File: config.mk
export PLATFORM = sky130hd
export DESIGN_NAME = vram_scanout_reader
export DESIGN_NICKNAME = d
export VERILOG_FILES = /design/src/rtl/vram_scanout_reader.sv
export SDC_FILE = /design/constraint.sdc
export NUM_CORES = 1
export LEC_CHECK = 0
export BUFFER_PORTS_ARGS = -buffer_cell sky130_fd_sc_hd__clkbuf_2
export CORE_ASPECT_RATIO = 1.25
export CORE_UTILIZATION = 52
export CTS_BUF_LIST = sky130_fd_sc_hd__clkbuf_16
export DETAILED_ROUTE_END_ITERATION = 6
export PLACE_DENSITY = 0.85
export SYNTH_ARGS = -nofsm -noshare
export SYNTH_HDL_FRONTEND = slang
export SYNTH_SLANG_ARGS = --single-unit
export TNS_END_PERCENT = 1
File: constraint.sdc
create_clock -name i_clk -period 9.5 [get_ports i_clk]
set_input_delay 0.95 -clock i_clk [delete_from_list [all_inputs] [get_ports i_clk]]
set_output_delay 0.95 -clock i_clk [all_outputs]
set_load 0.02 [all_outputs]
File: src/rtl/vram_scanout_reader.sv
// Scanout fetch stage: walks one framebuffer over the VRAM read port and streams pixels out through a small FWFT FIFO.
// Optional underrun counter is compiled in with `define VRAM_SCANOUT_UNDERRUN_EN.
module vram_scanout_reader #(
  parameter int H_ACTIVE   = 320,
  parameter int V_ACTIVE   = 240,
  parameter int ADDR_W     = 18,
  parameter int DATA_W     = 16,
  parameter int FIFO_DEPTH = 4
) (
  input  logic              i_clk,
  input  logic              i_reset,
  input  logic              i_frame_start,
  input  logic              i_buffer_select,
  output logic              o_vram_enable,
  output logic [ADDR_W-1:0] o_vram_address,
  output logic              o_vram_write_en,
  input  logic [DATA_W-1:0] i_vram_rd_data,
  output logic [DATA_W-1:0] o_pixel_data,
  output logic              o_pixel_valid,
  input  logic              i_pixel_ready,
  output logic              o_pixel_sol,
  output logic              o_pixel_sof,
  output logic              o_frame_done,
  output logic [15:0]       o_underrun_count
);

  // Pixel stream: a pixel transfers on every cycle where o_pixel_valid && i_pixel_ready;
  // head data and tags stay stable while valid && !ready, and valid only falls after a pop,
  // a frame-start flush, or reset.

  localparam int PTR_W = $clog2(FIFO_DEPTH);
  localparam int X_W   = $clog2(H_ACTIVE);
  localparam int Y_W   = $clog2(V_ACTIVE + 1);
  localparam logic [ADDR_W-1:0] BASE1 = ADDR_W'(H_ACTIVE * V_ACTIVE);

  typedef enum logic [1:0] {S_IDLE, S_FETCH, S_DRAIN} state_t;

  state_t              r_state, w_state_next;
  logic [X_W-1:0]      r_x;
  logic [Y_W-1:0]      r_y;
  logic [ADDR_W-1:0]   r_addr;
  logic                r_inflight, r_inf_sol, r_inf_sof, r_inf_last;
  logic [DATA_W-1:0]   r_mem_data [FIFO_DEPTH];
  logic [FIFO_DEPTH-1:0] r_mem_sol, r_mem_sof, r_mem_last;
  logic [PTR_W-1:0]    r_wr_ptr, r_rd_ptr;
  logic [PTR_W:0]      r_count;
  logic                w_issue, w_push, w_pop, w_empty, w_x_last, w_y_last;
  logic [PTR_W+1:0]    w_occupancy;

  assign w_empty  = (r_count == '0);
  assign w_x_last = (r_x == X_W'(H_ACTIVE - 1));
  assign w_y_last = (r_y == Y_W'(V_ACTIVE - 1));
  // A restart flushes everything, so nothing pops or lands in the FIFO on that cycle.
  assign w_pop    = !w_empty && i_pixel_ready && !i_frame_start;
  assign w_push   = r_inflight && !i_frame_start;
  assign w_occupancy = {1'b0, r_count} + (PTR_W+2)'(r_inflight) - (PTR_W+2)'(w_pop);
  assign w_issue  = (r_state == S_FETCH) && !i_frame_start &&
                    (w_occupancy < (PTR_W+2)'(FIFO_DEPTH));

  always_comb begin
    w_state_next = r_state;
    if (i_frame_start) begin
      w_state_next = S_FETCH;
    end else begin
      case (r_state)
        S_FETCH: if (w_issue && w_x_last && w_y_last) w_state_next = S_DRAIN;
        S_DRAIN: if (w_empty && !r_inflight) w_state_next = S_IDLE;
        default: w_state_next = r_state;
      endcase
    end
  end

  always_ff @(posedge i_clk or posedge i_reset) begin
    if (i_reset) begin
      r_state    <= S_IDLE;
      r_x        <= '0;
      r_y        <= '0;
      r_addr     <= '0;
      r_inflight <= 1'b0;
      r_inf_sol  <= 1'b0;
      r_inf_sof  <= 1'b0;
      r_inf_last <= 1'b0;
      r_wr_ptr   <= '0;
      r_rd_ptr   <= '0;
      r_count    <= '0;
    end else begin
      r_state    <= w_state_next;
      r_inflight <= w_issue;
      if (w_issue) begin
        r_inf_sol  <= (r_x == '0);
        r_inf_sof  <= (r_x == '0) && (r_y == '0);
        r_inf_last <= w_x_last && w_y_last;
      end
      if (i_frame_start) begin
        r_x      <= '0;
        r_y      <= '0;
        r_addr   <= i_buffer_select ? BASE1 : '0;
        r_wr_ptr <= '0;
        r_rd_ptr <= '0;
        r_count  <= '0;
      end else begin
        if (w_issue) begin
          r_addr <= r_addr + 1'b1;
          if (w_x_last) begin
            r_x <= '0;
            r_y <= r_y + 1'b1;
          end else begin
            r_x <= r_x + 1'b1;
          end
        end
        if (w_push) r_wr_ptr <= r_wr_ptr + 1'b1;
        if (w_pop)  r_rd_ptr <= r_rd_ptr + 1'b1;
        r_count <= r_count + (PTR_W+1)'(w_push) - (PTR_W+1)'(w_pop);
      end
    end
  end

  // Storage needs no reset: r_count gates every read of it.
  always_ff @(posedge i_clk) begin
    if (w_push) begin
      r_mem_data[r_wr_ptr] <= i_vram_rd_data;
      r_mem_sol[r_wr_ptr]  <= r_inf_sol;
      r_mem_sof[r_wr_ptr]  <= r_inf_sof;
      r_mem_last[r_wr_ptr] <= r_inf_last;
    end
  end

  assign o_vram_enable   = w_issue;
  assign o_vram_address  = r_addr;
  assign o_vram_write_en = 1'b0;
  assign o_pixel_valid   = !w_empty;
  assign o_pixel_data    = w_empty ? '0 : r_mem_data[r_rd_ptr];
  assign o_pixel_sol     = !w_empty && r_mem_sol[r_rd_ptr];
  assign o_pixel_sof     = !w_empty && r_mem_sof[r_rd_ptr];
  assign o_frame_done    = w_pop && r_mem_last[r_rd_ptr];

`ifdef VRAM_SCANOUT_UNDERRUN_EN
  logic [15:0] r_underrun;

  always_ff @(posedge i_clk or posedge i_reset) begin
    if (i_reset) begin
      r_underrun <= '0;
    end else if (i_frame_start) begin
      r_underrun <= '0;
    end else if ((r_state != S_IDLE) && i_pixel_ready && w_empty &&
                 (r_underrun != 16'hFFFF)) begin
      r_underrun <= r_underrun + 16'd1;
    end
  end

  assign o_underrun_count = r_underrun;
`else
  assign o_underrun_count = 16'h0;
`endif

endmodule
==> results.md <==
* Status: finished, final reports clean
* Root Driver: clkbuf_16
* Routed vias/inst at 5.66
* Slowest cell on the critical path: or4_1
* Worst r2r src: r_count[1]
* Ant. Diodes at 0
* HP Class: flip-flop to flip-flop
* FF-to-FF path depth at 12
* Worst skew pair latency at 0.41 ns
* Power Internal at 1.24 mW
* Initial core utilization at 53.6%
* Max-cap check violation count at 0
* Register area at 3480 um2
* Full die area at roughly 11000 um2
* Top-count cell post-synth: edfxtp_1
* Number of buffers created by CTS at 17
* # hold bufs at CTS at 0
* # nets final at roughly 530
* Setup TNS at 0 ns
* Synth Area per Inst at approximately 13 um2
* Logic pwr share at between 20% and 30%
* Post-CTS Resized at 0
* Critical path arrival at 4.80 ns
* Flop pwr share at 38.6%
* Die W at 95.8 um
* Routability cong. at 0.860
* Part of the cycle the worst path needs at roughly 61%
* Post-synth EDFFs at 76
* Crit. End Element: output port
* Final core occ at 62.3%
* Hold slack at 0.512 ns
* Cell Chain, Critical Path: inv_1 > nand3_1 > nand2_1 > nor2_1 > ha_1 > inv_1 > ha_1 > and3b_1 > or4_1 > and2_1 > inv_1 > clkbuf_2
* Die height at 119 um
* Post-CTS Setup Inserts at 0
* Leakage dissipation at 2.56 nW
* Measured slew at the worst slew-check pin at a little under 1 ns
* Global route total overflow at 0
* Yosys warns at 0
* Vias in the first global route at 3599
* First-pass GRT wire length at 17900 um
* CP startpoint kind: flip-flop
* Mapped Area at between 5000 and 6000 um2
* Worst vdd ir at 0.118 mV
* Sw power at 0.571 mW
* End of the worst register-to-register path: o_vram_address[17]
* Pre-antenna DRT Iters at 5
* Max clock buf depth at 2
* Async SR Flop Fraction at between 30% and 40%
* Clock share of power at 35.7%
* TritonCTS Sinks at 124
* Synth cell types at 54
* Yosys reg bits at between 100 and 150
* RSZ-0062 raised after global routing: no
* Placed cell area at 6050 um2
* Htree depth at 4
* Via count at 3606
* Worst slack, placed at 4.20 ns
* CTS tree: built
* IO Port Bufs at 59
* CP dominant cell by count: inv_1
* Post-Syn Instances at 431
* Share of layout cells above drive strength 1 at 23.8%
* Fmax at 174 MHz
* Relative slew margins at a little over a third
* Clk pin slew, worst setup/hold paths at 0.05 ns
* Max-slew violations at 0
* GRT Total Usage at 21.3%
* Final hold vios at 0
* Synth cell count leaders: 76 x edfxtp_1, 48 x dfrtp_1, 27 x nand2_1, 27 x nor2_1, 26 x and2_1
* Largest net degree at the start of global routing at just under 50
* Area grow syn2layout at 16.3%
* DRT antenna net count at 0
* Power density over the cells at 272 nW/um2
* Wirelength per Cell at 17.4 um
* Largest cells by area after synthesis: edfxtp_1 40%, dfrtp_1 21%, mux4_2 7.5%
* Detailed-route wire length at 11100 um
* Share of the synthesized area in the top cell type at 39.9%
* Post-layout min period at 5.75 ns
* Yosys top cell by area: edfxtp_1
* Setup slack, reg-to-reg at 4.89 ns
* Antenna violations before repair at 0
* Fillers at 771
* Setup violators final at 0
* Skew final at 0.00639 ns
* Setup CP Type: flip-flop to output port
* DRC viols at 0
* Core area at 10700 um2
* Sw frac at roughly a third
* Most used flip-flop cell after synthesis: edfxtp_1
* CP max stage delay at 0.85 ns
* # rows at 42
* Detailed Place HPWL at 7150 um
* Worst-path maximum fanout at 27
* DRT iter0 DRCs at between 200 and 250
* CP startpoint: r_count[1]
* WP data required at 8.55 ns
* Final worst slack at 3.75 ns
* IO Pins at 77
* Register area share after synthesis at 60.9%
* Worst setup path endpoint: o_vram_enable
* Post-route cell area at 6650 um2
* Area of the multi-input gates at 2000 um2
[layout by cell type, fill, tap and decap left out, drive strengths merged, types with 2 or more instances in the layout]
cell,n
mux2i,2
o31ai,3
mux4,19
or4,6
clkinv,7
nor2b,6
o21ai,12
a211oi,8
xnor2,17
ha,13
clkbuf,76
dfrtp,48
xor2,4
mux2,2
nand3,14
a31o,2
bufinv,3
and3,2
nor2,27
nand4,8
nor4,4
nor3,4
buf,4
conb,17
inv,23
nand2,27
a2111oi,3
a21oi,13
clkinvlp,3
or2,2
edfxtp,76
and2,26
or3,5
[worst max-delay path, delay by kind of cell, from the launching register on]
kind          cells  cell delay, ns
fa+ha+maj         2            0.42
buf+inv           4            0.93
flops             1            0.38
simple gates      6            2.64
[registers in the layout, indices dropped and copies added, names as in the netlist]
| register | count |
|---|---|
| r_y | 8 |
| r_x | 9 |
| r_inf_sof | 1 |
| r_mem_sof | 4 |
| r_inf_sol | 1 |
| o_vram_address | 18 |
| r_count | 3 |
| r_inflight | 1 |
| r_mem_data | 64 |
| r_wr_ptr | 2 |
| r_mem_last | 4 |
| r_state | 2 |
| r_mem_sol | 4 |
| r_rd_ptr | 2 |
| r_inf_last | 1 |
[power by group through the flow]
stage / combinational [mW] / clock [mW] / sequential, mW
2_1_floorplan: 0.353 / 0 / 0.690
3_3_place_gp: 0.449 / 0 / 0.702
3_5_place_dp: 0.466 / 0 / 0.709
4_1_cts: 0.471 / 0.652 / 0.699
5_1_grt: 0.518 / 0.675 / 0.708
6_report: 0.464 / 0.645 / 0.697
[kinds of logic after synthesis]
group / after synthesis / synth area share, %
DFF: 124 / 60.9
other: 1 / 0.0656
adders and majority gates: 14 / 3.20
muxes: 23 / 8.23
buffers and inverters: 58 / 5.17
and+or+nand+nor: 139 / 12.9
AOI/OAI and AO/OA: 51 / 6.24
xor gates and xnor gates: 21 / 3.22
[metrics by stage]
| step | power, mW | instances |
|---|---|---|
| after floorplan | 1.04 | 447 |
| after global placement | 1.15 | 605 |
| after detailed placement | 1.17 | 605 |
| final | 1.81 | 637 |
| after CTS | 1.82 | 637 |
| after global routing | 1.90 | 637 |
[layer usage]
layer / track usage, % / wire, um
met1: 24.7 / 4300
met2: 37.8 / 5900
met3: 4.73 / 669
met4: 8.12 / 209
met5: 0 / 0
[area by class of cell]
cell class	count	area share, %
clock buffers	17	6.40
clock inverters	15	2.62
inverters	21	1.19
multi-input cells	265	30.0
flip-flops and latches	124	52.4
well taps	132	2.48
repair buffers	63	4.89
[worst min-delay path by stage]
stage	endpoint	depth (start not counted)	start	slack [ns]
final	r_mem_sol[2]	0	r_inf_sol	0.51
after global routing	r_mem_sol[2]	0	r_inf_sol	0.54
after CTS	r_state[0]	1	r_state[0]	0.52
after detailed placement	r_state[0]	1	r_state[0]	0.51
after global placement	r_mem_sol[0]	0	r_inf_sol	0.49
after floorplan	r_state[0]	1	r_state[0]	0.47
Power figures use the tool's default switching activity.
